--- config.mk ---
export PLATFORM = sky130hd
export DESIGN_NAME = ortree_pipe_flat
export DESIGN_NICKNAME = d
export VERILOG_FILES = /design/src/rtl/ortree_pipe_if.sv /design/src/rtl/ortree_pipe.sv /design/src/flat_wrapper.sv
export SDC_FILE = /design/constraint.sdc
export NUM_CORES = 1
export LEC_CHECK = 0
export ABC_AREA = 0
export BUFFER_PORTS_ARGS = -buffer_cell sky130_fd_sc_hd__buf_4
export CELL_PAD_IN_SITES_DETAIL_PLACEMENT = 2
export CELL_PAD_IN_SITES_GLOBAL_PLACEMENT = 2
export CORE_UTILIZATION = 26
export DETAILED_ROUTE_END_ITERATION = 8
export PLACE_DENSITY = 0.87
export SLEW_MARGIN = 40
export SYNTH_ARGS = -nofsm -noshare
export SYNTH_HDL_FRONTEND = slang
export SYNTH_SLANG_ARGS = --single-unit
--- constraint.sdc ---
create_clock -name clk -period 2.78 [get_ports clk]
set_input_delay 0.556 -clock clk [delete_from_list [all_inputs] [get_ports clk]]
set_output_delay 0.556 -clock clk [all_outputs]
set_load 0.02 [all_outputs]
--- src/rtl/ortree_pipe_if.sv ---
// Handshake bundle between the alignment shifter, the pipelined OR/AND tree and the rounding unit.
interface ortree_pipe_if #(
  parameter int N = 64
) ();
  logic         in_valid;
  logic         in_ready;
  logic [N-1:0] x;
  logic         in_op;
  logic         in_first;
  logic         in_last;
  logic         out_valid;
  logic         out_ready;
  logic         or_out;
  logic         sticky_out;
  logic         out_last;
  logic         out_orphan;

  modport master (
    output in_valid, x, in_op, in_first, in_last, out_ready,
    input  in_ready, out_valid, or_out, sticky_out, out_last, out_orphan
  );

  modport slave (
    input  in_valid, x, in_op, in_first, in_last, out_ready,
    output in_ready, out_valid, or_out, sticky_out, out_last, out_orphan
  );
endinterface

--- src/rtl/ortree_pipe.sv ---
// Pipelined OR/AND reduction tree with a per-packet sticky accumulator.
// Registers sit every LEVELS_PER_STAGE tree levels; the final stage also folds the beat into the packet result.
module ortree_pipe #(
  parameter int N                = 64,
  parameter int LEVELS_PER_STAGE = 2
) (
  input logic          clk,
  input logic          reset,
  ortree_pipe_if.slave pipe
);

  localparam int DEPTH = $clog2(N);
  localparam int LAT   = (DEPTH == 0) ? 1 : (DEPTH + LEVELS_PER_STAGE - 1) / LEVELS_PER_STAGE;
  // One spare bit so the pairing loop never indexes past the vector for odd widths.
  localparam int NP    = N + 1;

  function automatic int widthAfter(input int levels);
    int w;
    w = N;
    for (int k = 0; k < levels; k++) w = (w + 1) / 2;
    return w;
  endfunction

  function automatic int levelsIn(input int stage);
    int rem;
    rem = DEPTH - stage * LEVELS_PER_STAGE;
    if (rem < 0) rem = 0;
    if (rem > LEVELS_PER_STAGE) rem = LEVELS_PER_STAGE;
    return rem;
  endfunction

  function automatic logic [NP-1:0] pairLevel(input logic [NP-1:0] v, input int w, input logic op);
    logic [NP-1:0] r;
    r = '0;
    for (int j = 0; j < NP / 2; j++) begin
      if (2 * j + 1 < w) r[j] = op ? (v[2*j] & v[2*j+1]) : (v[2*j] | v[2*j+1]);
      else if (2 * j < w) r[j] = v[2*j];
    end
    return r;
  endfunction

  function automatic logic [NP-1:0] reduceStage(input logic [NP-1:0] v, input int w,
                                                input int levels, input logic op);
    logic [NP-1:0] cur;
    int            cw;
    cur = v;
    cw  = w;
    for (int k = 0; k < LEVELS_PER_STAGE; k++) begin
      if (k < levels) begin
        cur = pairLevel(cur, cw, op);
        cw  = (cw + 1) / 2;
      end
    end
    return cur;
  endfunction

  logic [LAT-1:0]         stageValid_q, stageOp_q, stageFirst_q, stageLast_q, stageOrphan_q;
  logic [LAT-1:0][NP-1:0] stageVec_q;
  logic [LAT-1:0]         inValid, inOp, inFirst, inLast, inOrphan, advance;
  logic [LAT-1:0][NP-1:0] inVec, nextVec;
  logic                   inPacket_q, inPacket_d, acc_q, acc_d;
  logic                   accept, orphanIn, finalRed, finalFirst;

  for (genvar s = 0; s < LAT; s++) begin : gStage
    localparam int WIN = widthAfter(s * LEVELS_PER_STAGE);
    localparam int NLV = levelsIn(s);
    if (s == 0) begin : gHead
      assign inValid[s]  = pipe.in_valid;
      assign inVec[s]    = {1'b0, pipe.x};
      assign inOp[s]     = pipe.in_op;
      assign inFirst[s]  = pipe.in_first;
      assign inLast[s]   = pipe.in_last;
      assign inOrphan[s] = orphanIn;
    end else begin : gBody
      assign inValid[s]  = stageValid_q[s-1];
      assign inVec[s]    = stageVec_q[s-1];
      assign inOp[s]     = stageOp_q[s-1];
      assign inFirst[s]  = stageFirst_q[s-1];
      assign inLast[s]   = stageLast_q[s-1];
      assign inOrphan[s] = stageOrphan_q[s-1];
    end
    assign nextVec[s] = reduceStage(inVec[s], WIN, NLV, inOp[s]);
  end

  // Back-pressure ripples combinationally from out_ready to in_ready; there is no skid storage.
  always_comb begin : advChain
    logic [LAT-1:0] a;
    a = '0;
    a[LAT-1] = !stageValid_q[LAT-1] || pipe.out_ready;
    for (int s = LAT - 2; s >= 0; s--) a[s] = !stageValid_q[s] || a[s+1];
    advance = a;
  end

  always_comb begin
    accept     = pipe.in_valid && advance[0];
    orphanIn   = !inPacket_q && !pipe.in_first;
    inPacket_d = accept ? !pipe.in_last : inPacket_q;
    finalRed   = nextVec[LAT-1][0];
    finalFirst = inFirst[LAT-1] || inOrphan[LAT-1];
    acc_d      = acc_q;
    if (advance[LAT-1] && inValid[LAT-1]) begin
      if (finalFirst) acc_d = finalRed;
      else            acc_d = inOp[LAT-1] ? (acc_q & finalRed) : (acc_q | finalRed);
    end
  end

  always_ff @(posedge clk) begin
    if (reset) begin
      stageValid_q  <= '0;
      stageVec_q    <= '0;
      stageOp_q     <= '0;
      stageFirst_q  <= '0;
      stageLast_q   <= '0;
      stageOrphan_q <= '0;
      inPacket_q    <= 1'b0;
      acc_q         <= 1'b0;
    end else begin
      inPacket_q <= inPacket_d;
      acc_q      <= acc_d;
      for (int s = 0; s < LAT; s++) begin
        if (advance[s]) begin
          stageValid_q[s] <= inValid[s];
          if (inValid[s]) begin
            stageVec_q[s]    <= nextVec[s];
            stageOp_q[s]     <= inOp[s];
            stageFirst_q[s]  <= inFirst[s];
            stageLast_q[s]   <= inLast[s];
            stageOrphan_q[s] <= inOrphan[s];
          end
        end
      end
    end
  end

  assign pipe.in_ready   = advance[0];
  assign pipe.out_valid  = stageValid_q[LAT-1];
  assign pipe.or_out     = stageVec_q[LAT-1][0];
  assign pipe.sticky_out = acc_q;
  assign pipe.out_last   = stageLast_q[LAT-1];
  assign pipe.out_orphan = stageOrphan_q[LAT-1];

  logic unusedBits;
  assign unusedBits = ^{stageVec_q[LAT-1][NP-1:1], stageOp_q[LAT-1], stageFirst_q[LAT-1]};

endmodule
--- src/flat_wrapper.sv ---
// flat-port wrapper written by rule: the top's interface ports become plain ports
module ortree_pipe_flat 
#(
  parameter int N                = 64,
  parameter int LEVELS_PER_STAGE = 2
)
  (clk, reset, pipe_in_valid, pipe_x, pipe_in_op, pipe_in_first, pipe_in_last, pipe_out_ready, pipe_in_ready, pipe_out_valid, pipe_or_out, pipe_sticky_out, pipe_out_last, pipe_out_orphan);
  ortree_pipe_if #(.N(N)) pipe_i ();
  input logic clk;
  input logic reset;
  input wire logic [$bits(pipe_i.in_valid)-1:0] pipe_in_valid;
  input wire logic [$bits(pipe_i.x)-1:0] pipe_x;
  input wire logic [$bits(pipe_i.in_op)-1:0] pipe_in_op;
  input wire logic [$bits(pipe_i.in_first)-1:0] pipe_in_first;
  input wire logic [$bits(pipe_i.in_last)-1:0] pipe_in_last;
  input wire logic [$bits(pipe_i.out_ready)-1:0] pipe_out_ready;
  output wire logic [$bits(pipe_i.in_ready)-1:0] pipe_in_ready;
  output wire logic [$bits(pipe_i.out_valid)-1:0] pipe_out_valid;
  output wire logic [$bits(pipe_i.or_out)-1:0] pipe_or_out;
  output wire logic [$bits(pipe_i.sticky_out)-1:0] pipe_sticky_out;
  output wire logic [$bits(pipe_i.out_last)-1:0] pipe_out_last;
  output wire logic [$bits(pipe_i.out_orphan)-1:0] pipe_out_orphan;
  assign pipe_i.in_valid = pipe_in_valid;
  assign pipe_i.x = pipe_x;
  assign pipe_i.in_op = pipe_in_op;
  assign pipe_i.in_first = pipe_in_first;
  assign pipe_i.in_last = pipe_in_last;
  assign pipe_i.out_ready = pipe_out_ready;
  assign pipe_in_ready = pipe_i.in_ready;
  assign pipe_out_valid = pipe_i.out_valid;
  assign pipe_or_out = pipe_i.or_out;
  assign pipe_sticky_out = pipe_i.sticky_out;
  assign pipe_out_last = pipe_i.out_last;
  assign pipe_out_orphan = pipe_i.out_orphan;
  ortree_pipe #(.N(N), .LEVELS_PER_STAGE(LEVELS_PER_STAGE)) u_core (.clk(clk), .reset(reset), .pipe(pipe_i));
endmodule
After elaboration in Yosys (flattened, before gate mapping)
Index checks and enable logic that the tools add are counted.

Reduce and logical (&&, ||, !) cells: 16. Mux-type cells: 65. Bitwise gates (word level): 128.

Operators by type and width (count): 1-bit 2-to-1 mux (65); 1-bit AND (64); 1-bit OR (64); 1-bit zero test (6); 2-bit AND reduction (3); 1-bit logical OR (4); 1-bit logical AND (3).

Register bits after elaboration: 36. Bits of input ports: 71. Output and inout port bits: 6. Logic and storage cells: 227.

Logic depth before layout (Yosys ltp)
Depth after elaboration: 7. Mapped depth: 5. Mapped depth without buffers: 4.

Least setup slack after synthesis
Ideal clock, no wire load.

Kind: input to register. Start: input port pipe_out_ready. End: register u_core.stageVec_q (netlist bit u_core.inVec[65]). Path buffers: 1. Required time: 2648 ps. Library setup time: 132 ps. Path slack: 1215 ps. Data arrival time: 1433 ps. Stages on the path: 5. Path through: nand4b_2 -> and2_1 -> buf_2 -> o211ai_1 -> a21oi_1.

Longest elaborated chain between the ends: 4.

Ends and longest elaborated chain: start, declared (RTL line flat_wrapper.sv:16) `input wire logic [$bits(pipe_i.out_ready)-1:0] pipe_out_ready;`; 1-bit logical OR (RTL line ortree_pipe.sv:89) `a[LAT-1] = !stageValid_q[LAT-1] || pipe.out_ready;`; 1-bit logical OR (2 in series) (RTL line ortree_pipe.sv:90) `for (int s = LAT - 2; s >= 0; s--) a[s] = !stageValid_q[s] || a[s+1];`; 2-bit AND reduction (no source line); end signal, assigned by index (RTL line ortree_pipe.sv:124) `stageVec_q[s] <= nextVec[s];`; end, declared (RTL line ortree_pipe.sv:58) `logic [LAT-1:0][NP-1:0] stageVec_q;`.

Every way passes these cells. A chain may end at the register's enable or synchronous reset.

Worst setup path in the final report
Start: register u_core.stageValid_q[1]. End: output port pipe_in_ready.

Longest elaborated chain between the ends: 3.

Ends and longest elaborated chain: start, declared (RTL line ortree_pipe.sv:57) `logic [LAT-1:0] stageValid_q, stageOp_q, stageFirst_q, stageLast_q, stageOrphan_q;`; start signal, assigned by index (RTL line ortree_pipe.sv:122) `stageValid_q[s] <= inValid[s];`; 1-bit zero test (RTL line ortree_pipe.sv:90); 1-bit logical OR (2 in series) (RTL line ortree_pipe.sv:90); end, declared (RTL line flat_wrapper.sv:17) `output wire logic [$bits(pipe_i.in_ready)-1:0] pipe_in_ready;`.

Every way passes these cells.

==> impl_metrics.json <==
{
  "die_x_um": 84.78,
  "finalClockSkew_ns": 0.005792,
  "setup_viol": 0,
  "multi_input_area_um2": 985.9,
  "grt_pass1_wl_um": 9259,
  "post-route-period-util_pct": 60.39,
  "arrival_ns": 1.12,
  "pwr-share-clk_pct": 33.0,
  "syn_nets": 320,
  "ctsHoldBuffers": 0,
  "crit_fanout": 6,
  "postCtsSetupBuffers": 0,
  "min_period_ns": 1.679,
  "leakagePower_nw": 1.019,
  "tns_ns": 0,
  "fin_nets": 389,
  "vias": 2010,
  "internal-power_uw": 860.2,
  "drt_iter0_markers": 34,
  "utilization_pct": 38.10,
  "place_hpwl_um": 4251,
  "grt_max_degree": 37,
  "drive_above_1_share_pct": 27.27,
  "grt_usage_pct": 16.07,
  "ys_warn_count": 0,
  "hold_viol": 0,
  "grt_pass1_vias": 2130,
  "ys_seq_area_share_pct": 40.45,
  "dieArea_mm2": 0.007188,
  "power_density_mw_per_mm2": 473.7,
  "dieHeight_um": 84.78,
  "synth_edf_count": 0,
  "std_cell_rows": 29,
  "ff_latch_area_um2": 720.7,
  "grt_antenna_before_repair": 0,
  "cts.path.max_buffers": 2,
  "cts.sinks": 36,
  "dr.pass1.iters": 9,
  "async_reset_ff_share_pct": 0,
  "io_pins": 77,
  "endpoint_kind": "primary output",
  "root_buffer": "clkbuf_8",
  "cts_tree": "done",
  "clk_pin_slew_worst_paths_ns": 0.07,
  "violations": "DRC",
  "netSwitchingPower_uw": 312.1,
  "antenna_left": 0,
  "core_area_mm2": 0.006495,
  "relSlewSlack_pct": 53.69,
  "vdd_drop_max_mv": 0.1475,
  "worst_pin_slew_ns": 0.6930,
  "insertion_delay_ns": 0.29,
  "ys.flop_type": "dfxtp_1",
  "numPortBuffers": 76,
  "outcome": "complete, but fails checks",
  "netlist_area_mm2": 0.001782,
  "diodes": 0,
  "cts_buffers": 5,
  "post_cts_resized": 0,
  "wl_um": 5467,
  "htree_levels": 2,
  "place.gp.congestion": 0.6593,
  "pwr-share-seq_pct": 48.4,
  "drv_cap": 0,
  "drc": 1,
  "fmax_ghz": 0.5956,
  "start_util_pct": 27.43,
  "routedWlPerCell_um": 13.81,
  "area_growth_pct": 38.90,
  "startpoint_type": "flop",
  "syn_inst": 249,
  "postSynthAreaPerCell_um2": 7.155,
  "final_common_cell": "buf_4",
  "ys_seq_elements": 36,
  "ys_types": 30,
  "pwr-share-comb_pct": 18.6,
  "slew_violations": 0,
  "final_cell_mix": "buf_4 (76), nand2_1 (57), dfxtp_1 (36)",
  "vias_per_cell": 5.076,
  "holdCritPathClass": "in2reg",
  "overflow": 0,
  "worstSetupPathType": "reg2out",
  "rsz0062_at_grt": "no",
  "nFillCells": 765,
  "p_sw_share_pct": 26.62,
  "required_ns": 2.22
}
-- kinds of logic after synthesis --
logic type	count (synthesis)	share of synthesized area, %
DFF	36	40.45
muxes	2	1.124
buffers and inverters	17	4.284
and+or+nand+nor	137	33.85
AOI/OAI and AO/OA	57	20.30
-- power by group through the flow --
stage	Sequential (mW)	Clock, mW	Combinational, mW
global route	0.571	0.417	0.246
CTS	0.568	0.395	0.222
finish	0.567	0.387	0.218
detailed placement	0.579	0	0.222
global placement	0.577	0	0.211
floorplan	0.576	0	0.105
-- registers in the layout, summed over array words and instances (netlist names), 2 cells and up --
register / count
u_core.stageLast_q: 3
u_core.stageFirst_q: 2
u_core.stageOp_q: 2
u_core.inVec: 20
u_core.stageOrphan_q: 3
u_core.stageValid_q: 3
-- path summary, 6_finish.rpt --
kind | from | to | slack, ns | depth (start not counted)
setup / recovery | u_core.stageValid_q[1] | pipe_in_ready | 1.10 | 2
hold / removal | pipe_in_last | u_core.inPacket_q | 0.45 | 2
setup reg to reg | u_core.stageValid_q[1] | u_core.stageOrphan_q[0] | 1.14 | 4
hold reg to reg | u_core.stageFirst_q[1] | u_core.stageFirst_q[1] | 0.46 | 2
-- through the flow --
stage | hold slack, ns | setup WS (ns) | cell area [µm²] | power, mW | cells
after floorplan | 0.4311 | 1.215 | 1782 | 0.6814 | 249
after global placement | 0.4390 | 0.8755 | 2384 | 0.7872 | 388
after detailed placement | 0.4524 | 0.7773 | 2384 | 0.8008 | 388
after CTS | 0.4487 | 1.067 | 2474 | 1.185 | 396
after global routing | 0.4470 | 0.9904 | 2475 | 1.234 | 396
final | 0.4518 | 1.101 | 2475 | 1.172 | 396
-- per-layer routing --
layer / GRT usage, % / vias to the layer above / part of all wire (%)
li1: - / 1008 / -
met1: 17.11 / 952 / 41
met2: 31.63 / 42 / 55
met3: 3.245 / 8 / 3.5
met4: 4.622 / 0 / 1.1
met5: 0 / - / 0
-- area by class of cell --
class                           count  share of cell area, %
Tap cell                           77                  3.893
Clock buffer                        8                  3.640
Sequential cell                    36                  29.12
Timing Repair Buffer               76                  23.05
Multi-Input combinational cell    196                  39.84
Inverter                            3                 0.4550
-- Yosys cell counts (2+ instances only) --
library cell	instances	share of area [%]
nor2_1	28	5.9
mux2i_1	2	1.1
dfxtp_1	36	40
nor3_1	22	6.2
nand3_1	21	5.9
a21oi_1	29	8.1
buf_1	2	0.42
a211oi_1	2	0.84
clkbuf_1	7	1.5
o211ai_1	19	8.0
nand2_1	57	12
buf_2	4	1.1
inv_1	3	0.63
-- critical path, stage by stage, from the launching register on --
cell      delay [ns]
dfxtp_1         0.46
nand4b_2        0.18
buf_4           0.20
Note: power is estimated with default switching activity, not from simulation.
